## config.mk

```make
export PLATFORM = sky130hd
export DESIGN_NAME = fifo_param_flat
export DESIGN_NICKNAME = d
export VERILOG_FILES = /design/src/rtl/fifo_param_if.sv /design/src/rtl/fifo_param.sv /design/src/flat_wrapper.sv
export SDC_FILE = /design/constraint.sdc
export NUM_CORES = 1
export LEC_CHECK = 0
export ABC_AREA = 1
export CORE_AREA = 2 2 120 111
export CTS_CLUSTER_DIAMETER = 40
export CTS_CLUSTER_SIZE = 30
export DETAILED_ROUTE_END_ITERATION = 10
export DIE_AREA = 0 0 122 113
export PLACE_DENSITY = 0.7
export SYNTH_ARGS = -nofsm -noshare
export SYNTH_HDL_FRONTEND = slang
export SYNTH_SLANG_ARGS = --single-unit
```

## constraint.sdc

```tcl
create_clock -name clk -period 1.7 [get_ports clk]
set_clock_uncertainty 0.1 [all_clocks]
set_input_delay 0.34 -clock clk [delete_from_list [all_inputs] [get_ports clk]]
set_output_delay 0.34 -clock clk [all_outputs]
set_load 0.02 [all_outputs]
```

## src/rtl/fifo_param_if.sv

```systemverilog
// rtl/fifo_param_if.sv - push/pop and status bundle for fifo_param
interface fifo_param_if #(
    parameter int DATA_W = 8,
    parameter int ADDR_W = 4
);
    logic              push;
    logic [DATA_W-1:0] push_data;
    logic              pop;
    logic [DATA_W-1:0] pop_data;
    logic              clr_err;
    logic              full;
    logic              empty;
    logic              almost_full;
    logic              almost_empty;
    logic [ADDR_W:0]   count;
    logic              overflow;
    logic              underflow;

    modport master (
        output push, push_data, pop, clr_err,
        input  pop_data, full, empty, almost_full, almost_empty, count, overflow, underflow
    );

    modport slave (
        input  push, push_data, pop, clr_err,
        output pop_data, full, empty, almost_full, almost_empty, count, overflow, underflow
    );
endinterface

```

## src/rtl/fifo_param.sv

```systemverilog
// rtl/fifo_param.sv - parametrised synchronous FIFO with count, level flags and sticky errors (FIFO_OUTREG_EN: registered pop_data)
module fifo_param #(
    parameter int DATA_W   = 8,
    parameter int ADDR_W   = 4,
    parameter int AF_LEVEL = 12,
    parameter int AE_LEVEL = 2
) (
    input logic         clk,
    input logic         rst,
    fifo_param_if.slave bus
);
    localparam int              DEPTH   = 1 << ADDR_W;
    localparam logic [ADDR_W:0] DEPTH_C = (ADDR_W + 1)'(DEPTH);
    localparam logic [ADDR_W:0] AF_C    = (ADDR_W + 1)'(AF_LEVEL);
    localparam logic [ADDR_W:0] AE_C    = (ADDR_W + 1)'(AE_LEVEL);
    localparam logic [ADDR_W:0] CNT_ONE = (ADDR_W + 1)'(1);
    localparam logic [ADDR_W-1:0] PTR_ONE = ADDR_W'(1);

    logic [DATA_W-1:0] mem_q [DEPTH];
    logic [ADDR_W-1:0] w_ptr_q, w_ptr_d;
    logic [ADDR_W-1:0] r_ptr_q, r_ptr_d;
    logic [ADDR_W:0]   count_q, count_d;
    logic              full_q, empty_q, afull_q, aempty_q;
    logic              overflow_q, overflow_d;
    logic              underflow_q, underflow_d;
    logic              push_ok, pop_ok;

    // Accept decisions, next pointers/count and sticky error updates from registered state
    always_comb begin
        push_ok     = bus.push & (~full_q | bus.pop);
        pop_ok      = bus.pop & ~empty_q;
        w_ptr_d     = push_ok ? w_ptr_q + PTR_ONE : w_ptr_q;
        r_ptr_d     = pop_ok ? r_ptr_q + PTR_ONE : r_ptr_q;
        count_d     = count_q;
        if (push_ok && !pop_ok) begin
            count_d = count_q + CNT_ONE;
        end else if (pop_ok && !push_ok) begin
            count_d = count_q - CNT_ONE;
        end
        // A new error in the same cycle as clr_err wins
        overflow_d  = (overflow_q & ~bus.clr_err) | (bus.push & ~push_ok);
        underflow_d = (underflow_q & ~bus.clr_err) | (bus.pop & empty_q);
    end

    // Pointers, occupancy and flags; flags come from next-state count so they track count_q
    always_ff @(posedge clk) begin
        if (rst) begin
            w_ptr_q     <= '0;
            r_ptr_q     <= '0;
            count_q     <= '0;
            full_q      <= 1'b0;
            empty_q     <= 1'b1;
            afull_q     <= 1'b0;
            aempty_q    <= 1'b1;
            overflow_q  <= 1'b0;
            underflow_q <= 1'b0;
        end else begin
            w_ptr_q     <= w_ptr_d;
            r_ptr_q     <= r_ptr_d;
            count_q     <= count_d;
            full_q      <= (count_d == DEPTH_C);
            empty_q     <= (count_d == '0);
            afull_q     <= (count_d >= AF_C);
            aempty_q    <= (count_d <= AE_C);
            overflow_q  <= overflow_d;
            underflow_q <= underflow_d;
        end
    end

    // Storage array is not reset; a write on push+pop while full lands in the slot being freed
    always_ff @(posedge clk) begin
        if (!rst && push_ok) begin
            mem_q[w_ptr_q] <= bus.push_data;
        end
    end

`ifdef FIFO_OUTREG_EN
    logic [DATA_W-1:0] pop_data_q;

    // Registered read port: head is captured on each accepted pop, held otherwise
    always_ff @(posedge clk) begin
        if (rst) begin
            pop_data_q <= '0;
        end else if (pop_ok) begin
            pop_data_q <= mem_q[r_ptr_q];
        end
    end

    assign bus.pop_data = pop_data_q;
`else
    assign bus.pop_data = mem_q[r_ptr_q];
`endif

    assign bus.full         = full_q;
    assign bus.empty        = empty_q;
    assign bus.almost_full  = afull_q;
    assign bus.almost_empty = aempty_q;
    assign bus.count        = count_q;
    assign bus.overflow     = overflow_q;
    assign bus.underflow    = underflow_q;
endmodule

```

## src/flat_wrapper.sv

```systemverilog
// flat-port wrapper written by rule: the top's interface ports become plain ports
module fifo_param_flat 
#(
    parameter int DATA_W   = 8,
    parameter int ADDR_W   = 4,
    parameter int AF_LEVEL = 12,
    parameter int AE_LEVEL = 2
)
  (clk, rst, bus_push, bus_push_data, bus_pop, bus_clr_err, bus_pop_data, bus_full, bus_empty, bus_almost_full, bus_almost_empty, bus_count, bus_overflow, bus_underflow);
  fifo_param_if #(.DATA_W(DATA_W), .ADDR_W(ADDR_W)) bus_i ();
  input logic clk;
  input logic rst;
  input wire logic [$bits(bus_i.push)-1:0] bus_push;
  input wire logic [$bits(bus_i.push_data)-1:0] bus_push_data;
  input wire logic [$bits(bus_i.pop)-1:0] bus_pop;
  input wire logic [$bits(bus_i.clr_err)-1:0] bus_clr_err;
  output wire logic [$bits(bus_i.pop_data)-1:0] bus_pop_data;
  output wire logic [$bits(bus_i.full)-1:0] bus_full;
  output wire logic [$bits(bus_i.empty)-1:0] bus_empty;
  output wire logic [$bits(bus_i.almost_full)-1:0] bus_almost_full;
  output wire logic [$bits(bus_i.almost_empty)-1:0] bus_almost_empty;
  output wire logic [$bits(bus_i.count)-1:0] bus_count;
  output wire logic [$bits(bus_i.overflow)-1:0] bus_overflow;
  output wire logic [$bits(bus_i.underflow)-1:0] bus_underflow;
  assign bus_i.push = bus_push;
  assign bus_i.push_data = bus_push_data;
  assign bus_i.pop = bus_pop;
  assign bus_i.clr_err = bus_clr_err;
  assign bus_pop_data = bus_i.pop_data;
  assign bus_full = bus_i.full;
  assign bus_empty = bus_i.empty;
  assign bus_almost_full = bus_i.almost_full;
  assign bus_almost_empty = bus_i.almost_empty;
  assign bus_count = bus_i.count;
  assign bus_overflow = bus_i.overflow;
  assign bus_underflow = bus_i.underflow;
  fifo_param #(.DATA_W(DATA_W), .ADDR_W(ADDR_W), .AF_LEVEL(AF_LEVEL), .AE_LEVEL(AE_LEVEL)) u_core (.clk(clk), .rst(rst), .bus(bus_i));
endmodule
```

# --- Word level (Yosys, flattened, before mapping) ---
# Memory sizes are Yosys's and may differ from the RTL's. A register that Yosys moved wholly into a read port is not among the register bits.
# Index checks and enable logic that the tools add are counted.
totals:
  reg_bits: 19
  ram_bits: 128
  input_bits: 13
  output_inout_bits: 19
  elab_cells: 43
  memories: 1
classes:
  add_sub_neg: 4
  order_cmp: 2
  eq_ne: 1
  n_mux: 6
  n_bitwise: 13
  n_reduce_logical: 7
mem_list:
  columns: ["memory", "depth", "width", "rd", "rd_ports_with_merged_regs", "wr", "line_no", "source"]
  rows:
  - ["u_core.mem_q", 16, 8, 1, 1, 1, "fifo_param.sv:19", "logic [DATA_W-1:0] mem_q [DEPTH];"]
op_table:
  columns: ["operator", "n"]
  rows:
  - ["two-way mux 5 bit", 2]
  - ["adder 4 x 1 -> 4 bit, second input constant", 2]
  - ["two-way mux 4 bit", 2]
  - ["AND 1 bit", 6]
  - ["adder 5 x 1 -> 5 bit, second input constant", 1]
  - ["equality test 5 bit, second input constant", 1]
  - [">= comparator 5 x 4 -> 1 bit, second input constant", 1]
  - ["less-or-equal comparator 5 x 2 -> 1 bit, second input constant", 1]
  - ["zero test 5 bit", 1]
  - ["subtractor 5 x 1 -> 5 bit, second input constant", 1]
  - ["inverter 1 bit", 4]
  - ["logical AND 1 bit", 3]
  - ["zero test 1 bit", 3]
  - ["bitwise OR 1 bit", 3]
  - ["two-way mux 1 bit", 2]

# --- Depth between registers and ports, before layout ---
# Gate-level depths: netlist (run 1).
depth:
  depth_word: 8
  mapped_depth: 10
  ltp_nobuf: 10

# --- Least setup slack after synthesis (run 1) ---
# OpenSTA, ideal clock, no wires.
synth_timing:
  path_kind: "register to register"
  start: "reg u_core.full_q (netlist: u_core.bus.full)"
  end: "mem u_core.mem_q[12][0] (enable)"
  t_arrival_ns: 1.420
  path_slack_ns: -0.203
  path_stages_with_launch: 4
  n_path_buf: 0
  period_less_slack_ns: 1.903
  cell_sequence: "dfxtp_1 a21oi_4 nand2_1 nor3_1"
synth_between:
  elab_chain_len: 6
synth_rtl:
  columns: ["item", "line_no", "source"]
  rows:
  - ["from (decl)", "fifo_param.sv:23", "logic full_q, empty_q, afull_q, aempty_q;"]
  - ["from (signal assigned)", "fifo_param.sv:61", "full_q <= (count_d == DEPTH_C);"]
  - ["inverter 1 bit", "fifo_param.sv:30", "push_ok = bus.push & (~full_q | bus.pop);"]
  - ["bitwise OR 1 bit", "fifo_param.sv:30", null]
  - ["AND 1 bit", "fifo_param.sv:30", null]
  - ["logical AND 1 bit", "fifo_param.sv:72", "if (!rst && push_ok) begin"]
  - ["two-way mux 1 bit", "fifo_param.sv:72", null]
  - ["two-way mux 1 bit (implied by the code)", "fifo_param.sv:73", "mem_q[w_ptr_q] <= bus.push_data;"]
  - ["to (decl)", "fifo_param.sv:19", null]
# Every way passes these cells.

==> impl_summary.md, run 1 <==
Critical path
Traced cell by cell, the critical path runs through buf_8, buf_12, o21ai_2, o21ai_1, o211ai_1, nand2_2, buf_6. The worst setup path is captured at an output port. The largest incremental delay on the critical path is 410 ps. Counting cells, the worst reg-to-reg path comes to 5. The largest delay contributor family on the critical path is compound AO/OA/AOI/OAI gates. The slowest stage of the critical path is the sky130_fd_sc_hd__o211ai_1 cell. The critical path class is flip-flop to output port. The critical path data arrival time is 2000 ps.

Of all nets on the critical path, the largest fanout is 12. The kind of start point of the critical path is a flip-flop. The endpoint of the most critical register-to-register path is u_core.mem_q[12][7]$_DFFE_PP_.

In this run the critical register-to-register path is launched from u_core.w_ptr_q[1]$_SDFFE_PP0N_. The critical path data required time is 1260 ps. In this run the register-to-register setup slack is 140 ps. The worst path buffer plus inverter count is 3.

Power and ir drop
IR analysis of the VDD net gives a maximum drop of 0.707 mV. After layout, the design draws a total of 9.11 mW. The leakage power summed over all cells is 2.89 nW. Power spread over the standard cell area amounts to 1140 nW/um^2.

Yosys
The mean instance size in the synthesized netlist is 11.4 um^2. The flip-flop and latch count after synthesis is 151. The most used standard cell by instance count after synthesis is sky130_fd_sc_hd__edfxtp_1.

Of the synthesized area, sequential elements account for 69.9%. Yosys attributes the largest share of cell area to sky130_fd_sc_hd__edfxtp_1, sky130_fd_sc_hd__dfxtp_1, sky130_fd_sc_hd__nor2_1. The top cell type's share of synthesized area is 62.5%. The synthesized net count is 559. The count of flip-flops with a built-in enable after synthesis is 128. Counting instances in the post-synthesis netlist gives the leading cell types as sky130_fd_sc_hd__edfxtp_1, sky130_fd_sc_hd__nor2_1, sky130_fd_sc_hd__o21ai_0, sky130_fd_sc_hd__nand2_1, sky130_fd_sc_hd__o211ai_1.

The library cell with the largest summed area after synthesis is sky130_fd_sc_hd__edfxtp_1. The most used flip-flop cell after synthesis is sky130_fd_sc_hd__edfxtp_1. The async set-or-reset flop fraction in the synthesized netlist is 0%.

The post-synthesis instance area is 6150 um^2. The cell count after synthesis is 539. After synthesis, the netlist uses 26 different library cells. Yosys printed 0 warnings.

Min path
The startpoint of the worst hold path is bus_pop. Counting instances, the worst hold path has a depth of 3. The class of the tightest hold or removal check is primary input to flip-flop. The worst hold path terminates at u_core.bus.underflow$_SDFF_PP0_.

Place
Routability-driven placement finished with a final weighted congestion of 0.803. The post-placement cell count is 762. In this run the cell area measured after placement is 7150 um^2. The count of buffers from port buffering is 31. Detailed placement ended at an HPWL of 8.88 mm.

STA
The final critical-path share of the clock period is 143%. Setup repair after global routing could not meet its margin everywhere. The number of hold-slack violations in the final timing report is 0. The worst-margin pin slew is 556 ps. In this run the tightest slew margin relative to its limit is 62.8%. The final max-slew violation count was 0. Static timing analysis puts the maximum clock frequency at 0.410 GHz. The final worst-path setup slack is -738 ps. The minimum clock period after layout is 2440 ps. The final setup violation count is 8.

Finish
After routing the design area is 8000 um^2. 0 antenna diodes ended up in the layout. The post-route netlist has 22.7% of its cells at a drive strength greater than 1. The number of filler cells placed in the layout is 929. The number of nets at the end of the flow is 646. The number of cells in the finished layout apart from fillers is 802. The layout overhead on the synthesized area is 30.0%.

Floorplan
For this configuration, the core starts out at a cell density of 49.5%. The floorplan step defined a die boundary enclosing 13800 um^2. The boundary pin count is 32. The floorplan step defined a core boundary enclosing 12400 um^2. The floorplan has 39 rows. The die is 113 um tall. The die width is 122 um.

Global routing
The first-pass GRT wire length is 22.9 mm. The total overflow left after global routing is 0. The pin count of the biggest net entering global routing is 37. Global routing used 22.7% of the available tracks across all layers. The number of antenna violations at the first check in global routing came to 0. The via count of the first global-routing pass was 4449.

Clocking
The clock slew at the register clock pins of the worst setup and hold paths is 60 ps. The later pin in the worst-skew pair is clocked with a latency of 420 ps. The root buffer cell chosen for the clock tree is sky130_fd_sc_hd__clkbuf_16. The TritonCTS clock tree is done. Counting the buffers created by CTS gives 17. The maximum number of buffers from clock root to sink is 2. The depth of the CTS H-tree is 4. The number of clock sinks seen by CTS is 151.

Drt
The remaining design rule violation count is 0. For this run, the detailed router's first-pass iteration total came to 7. In the final routed layout, each cell accounts on average for 18.1 um. The routed layout has 4389 vias. The routed via count divided by cell count is 5.47. In this run, the number of DRC markers left after iteration 0 of detailed routing was 409.

The detailed-route wire length is 14.5 mm. The remaining antenna violation count is 0.

Outcome
The flow ran to the end, but the final reports show violations. The final reports fail on negative setup slack.

Flow run
The number of maximum-capacitance violations is 0.
==> placed cells by master (no fill, tap or decap), types with 11 or more instances in the layout <==
master / n
sky130_fd_sc_hd__o21ai_0: 41
sky130_fd_sc_hd__edfxtp_1: 128
sky130_fd_sc_hd__clkdlybuf4s50_1: 11
sky130_fd_sc_hd__nor2_2: 14
sky130_fd_sc_hd__clkbuf_16: 17
sky130_fd_sc_hd__o211ai_1: 32
sky130_fd_sc_hd__dfxtp_1: 19
sky130_fd_sc_hd__nand3_1: 19
sky130_fd_sc_hd__nor2_1: 97
sky130_fd_sc_hd__nand2_1: 44
sky130_fd_sc_hd__inv_1: 22
sky130_fd_sc_hd__buf_12: 14
sky130_fd_sc_hd__o21ai_1: 34
sky130_fd_sc_hd__dlygate4sd2_1: 11
sky130_fd_sc_hd__a21oi_1: 11
sky130_fd_sc_hd__buf_4: 44
==> worst min-delay path, stage by stage <==
cell and delay [ps]:
sky130_fd_sc_hd__dlymetal6s2s_1 160, sky130_fd_sc_hd__nand2_1 80, sky130_fd_sc_hd__a21oi_1 60
==> worst max path at each step <==
| stage | slack (ps) | depth (start not counted) | from | to |
|---|---|---|---|---|
| 2_1_floorplan | -200 | 3 | u_core.bus.full$_SDFF_PP0_ | u_core.mem_q[12][0]$_DFFE_PP_ |
| 3_3_place_gp | -610 | 8 | flip-flop | bus_pop_data[1] |
| 3_5_place_dp | -660 | 7 | flip-flop | bus_pop_data[1] |
| 4_1_cts | -610 | 8 | flip-flop | bus_pop_data[1] |
| 5_1_grt | -750 | 7 | flip-flop | bus_pop_data[1] |
| 6_report | -740 | 7 | flip-flop | bus_pop_data[1] |
==> per-stage QoR <==
step	TNS, ps	hold WS, ps	setup slack (ps)	util (%)
3_5_place_dp	-54690	328	-656	57.4
3_3_place_gp	-48960	327	-615	57.4
4_1_cts	-4650	344	-615	63.9
6_report	-4640	170	-738	64.3
5_1_grt	-5260	195	-750	64.3
2_1_floorplan	-6510	312	-203	-
==> report_power, final <==
group / total [mW] / internal [mW] / switching [mW] / leakage [nW]
Combinational: 1.33 / 0.582 / 0.748 / 1.28
Sequential: 4.14 / 4.09 / 0.0506 / 1.34
Clock: 3.64 / 2.16 / 1.48 / 0.270
==> metal layers <==
metal  vias up  wire (um)  track usage (%)
li1       2086          -                -
met1      2128       5870             28.0
met2       154       7570             38.7
met3        21        871             6.70
met4         0        232             6.97
met5         -          0                0
==> cell type report <==
class | instances | area, um^2 | share of cell area [%]
Sequential cell | 151 | 4310 | 53.9
Multi-Input combinational cell | 336 | 1760 | 22.0
Timing Repair Buffer | 95 | 1050 | 13.1
Clock buffer | 17 | 425 | 5.32
Tap cell | 164 | 205 | 2.56
Clock inverter | 14 | 148 | 1.85
Inverter | 25 | 101 | 1.27
==> cells by family after synthesis <==
group / share of synthesized area, %
flip-flops: 69.9
XOR/XNOR: 0.427
adder cells (fa/ha/maj): 1.42
buffers and inverters: 3.39
AO/OA/AOI/OAI: 11.5
AND/OR/NAND/NOR: 13.4
==> registers in the layout, summed over array words and instances, names as in the netlist, named ones only <==
| signal | flops |
|---|---|
| u_core.bus.almost_empty | 1 |
| u_core.bus.empty | 1 |
| u_core.w_ptr_q | 4 |
| u_core.bus.almost_full | 1 |
| u_core.bus.underflow | 1 |
| u_core.r_ptr_q | 4 |
| u_core.bus.count | 5 |
| u_core.bus.overflow | 1 |
| u_core.bus.full | 1 |
| u_core.mem_q | 128 |
==> what timing repair did <==
action | 4_1_cts | 5_1_grt
hold buffers | 0 | 0
buffers inserted | 6 | 0
cloned | 3 | 0
setup endpoints to repair | 51 | 44
pin swaps | 25 | 14
gates resized for setup | 115 | 17
(Power assumes the default switching activity.)
==> run 2, diff against run 1 <==
SKIP_CTS_REPAIR_TIMING = 1   (was default)
==> impl_summary.md, run 2 (synthesized netlist as in run 1, its figures left out) <==
Power and ir drop
The clock network burns 40.3% of the power. Of the total power, registers draw 46.1%. Dividing total power by cell area gives a power density of 1140 nW/um^2. The power dissipated by switching net loads is 2.22 mW. The leakage power summed over all cells is 2.94 nW. Combinational logic is responsible for 13.7% of the overall power. Cell internal power was estimated by the tool at 6.76 mW. The net switching fraction of the power is 24.7%. The peak supply drop is 0.699 mV.

Critical path
The largest delay contributor family on the critical path is compound AO/OA/AOI/OAI gates. Traced cell by cell, the critical path runs through buf_6, clkbuf_16, o21ai_2, o21ai_1, o211ai_1, nand2_2, buf_6. Together, buffers and inverters on the worst path number 3. The critical path class is flip-flop to output port. The endpoint kind of the worst setup timing path is an output port.

The cell type with the highest occurrence count on the critical path is sky130_fd_sc_hd__buf_6. The largest single stage delay on the critical path is 360 ps. The critical path data arrival time is 1880 ps. STA classifies the critical path startpoint as a flip-flop. At the worst endpoint, the required time is 1260 ps.

The largest fanout on the critical path is 11. For this design, the slowest cell found on the critical path is sky130_fd_sc_hd__dfxtp_4.

Place
The HPWL reported at the end of detailed placement is 8.88 mm. The placed instances occupy a cell area of 7150 um^2. The congestion estimate from routability-driven global placement came to 0.803. During placement, the flow inserted port buffers numbering 31.

STA
The number of hold-slack violations in the final timing report is 0. The final worst-path setup slack is -618 ps. The accumulated negative setup slack is -4420 ps. The tightest hold path in the finished design has a slack of 176 ps. Dividing the final minimum period by the clock period gives 136%. The final setup violation count is 8.

For the pin with the worst max-slew slack, the measured transition is 578 ps. Setup repair after global routing could not meet its margin everywhere. The final max-slew violation count was 0.

In this run the tightest slew margin relative to its limit is 61.3%. For this run, the top clock speed supported by timing is 0.431 GHz. The minimum clock period after layout is 2320 ps.

Finish
The register with the most flip-flops in the final layout is u_core.mem_q. The number of nets at the end of the flow is 641. The register cell area after layout is 4310 um^2. Summing all multi-input logic gate instances after layout gives 1720 um^2. The share of layout cells above drive strength 1 is 20.5%.

The commonest non-fill, non-tap cell in the layout is sky130_fd_sc_hd__edfxtp_1. Compared with the post-synthesis result, the final layout area differs by 27.7%. The total non-filler cell area in the finished layout is 7860 um^2. The flip-flop count of the largest register after layout is 128. The antenna diode count is 0. In the layout the commonest cells are sky130_fd_sc_hd__edfxtp_1, sky130_fd_sc_hd__nor2_1, sky130_fd_sc_hd__o21ai_0. The share of the core filled with cells is 63.2%. The number of filler cells placed in the layout is 948.

Floorplan
The die boundary height is 113 um. The die covers 13800 um^2. The standard cell core area is 12400 um^2. The die width is 122 um.

The starting density of the core is 49.5%. The number of core rows is 39. In this run the count of I/O pins placed on the die edge is 32.

Drt
The remaining design rule violation count is 0. The iteration-0 DRC count of the detailed router is 385. The routed via count divided by cell count is 5.48.

The number of optimization iterations in the first detailed-route pass is 4. The remaining antenna violation count is 0. After detailed routing, the average wire length per cell comes to 17.7 um. The routed layout has 4369 vias. Wires add up to 14.1 mm.

Clocking
After clock tree synthesis, the clock-pin slew on the worst setup and hold paths is 60 ps. Clock tree synthesis found a total of 151 sinks. The maximum number of buffers from clock root to sink is 2.

The total CTS buffers is 17. The TritonCTS clock tree is done. The clock tree synthesis step divided the H-tree into 4 levels.

CTS placed an instance of sky130_fd_sc_hd__clkbuf_16 at the clock tree root. At the later pin of the worst-skew pair, clock insertion delay measures 420 ps.

Global routing
The via count of the first global-routing pass is 4328. After global routing the overflow that remains totals 0. The combined global-route utilization of all metal layers is 21.6%. The number of antenna violations at the first check in global routing is 0. The first global-routing pass estimated 22.0 mm of wire. The pin count of the biggest net entering global routing is 37.

Flow run
Max-cap violations in this run came to 0.

Outcome
The final reports fail on negative setup slack. The run finished, with violations left.

Min path
The min-delay analysis places its worst path in the category primary input to flip-flop.
==> run 2: cell types whose count changed in the layout (fill, tap and decap cells not counted), sizes merged <==
cell          delta
buf              -4
bufbuf           -2
dlymetal6s2s    +11
dlygate4sd2     -11
clkbuf           +1
==> run 2: metrics by stage <==
step           setup WS [ps]  instances  power, mW
6_report                -618        797       8.98
5_1_grt                 -707        797       9.32
4_1_cts                -1120        793       9.00
3_5_place_dp            -656        762       5.38
3_3_place_gp            -615        762       5.35
2_1_floorplan           -203        539       4.86
==> run 2: layer usage <==
| metal | wire (um) | global-route usage (%) |
|---|---|---|
| met3 | 900 | 6.60 |
| met2 | 7270 | 36.2 |
| met1 | 5770 | 27.2 |
| met5 | 0 | 0 |
| met4 | 206 | 6.44 |
==> run 2: power by group through the flow <==
stage / Sequential [mW] / Clock (mW) / Combinational (mW)
after CTS: 4.13 / 3.68 / 1.18
after floorplan: 4.24 / 0 / 0.620
after global placement: 4.21 / 0 / 1.14
final: 4.14 / 3.62 / 1.23
after global routing: 4.14 / 3.83 / 1.35
after detailed placement: 4.21 / 0 / 1.17
==> run 2: final cells by class <==
cell class / count / area share [%]
Clock buffer: 17 / 5.41
Timing Repair Buffer: 90 / 12.2
Tap cell: 164 / 2.61
Inverter: 25 / 1.23
Clock inverter: 14 / 1.88
Multi-Input combinational cell: 336 / 21.8
Sequential cell: 151 / 54.9
==> run 2: worst reg2reg max path, stage by stage, from the launching register on <==
cell                      delay (ps)
sky130_fd_sc_hd__dfxtp_2         380
sky130_fd_sc_hd__inv_1            80
sky130_fd_sc_hd__ha_1            220
sky130_fd_sc_hd__xnor2_1         160
sky130_fd_sc_hd__nand2_1          60
sky130_fd_sc_hd__nand3_1         120
sky130_fd_sc_hd__nand2_1          80
sky130_fd_sc_hd__nor2_2          170
sky130_fd_sc_hd__nand3_1         100
sky130_fd_sc_hd__nand2_1          70
==> run 2: final timing paths <==
path	end	cells after the start	slack [ps]	startpoint
setup reg to reg	u_core.bus.almost_empty$_SDFF_PP1_	9	120	u_core.bus.count[1]$_SDFF_PP0_
hold reg to reg	u_core.r_ptr_q[3]$_SDFFE_PP0N_	1	350	u_core.r_ptr_q[3]$_SDFFE_PP0N_
hold / removal	u_core.bus.underflow$_SDFF_PP0_	3	180	bus_pop
setup / recovery	bus_pop_data[1]	7	-620	flip-flop
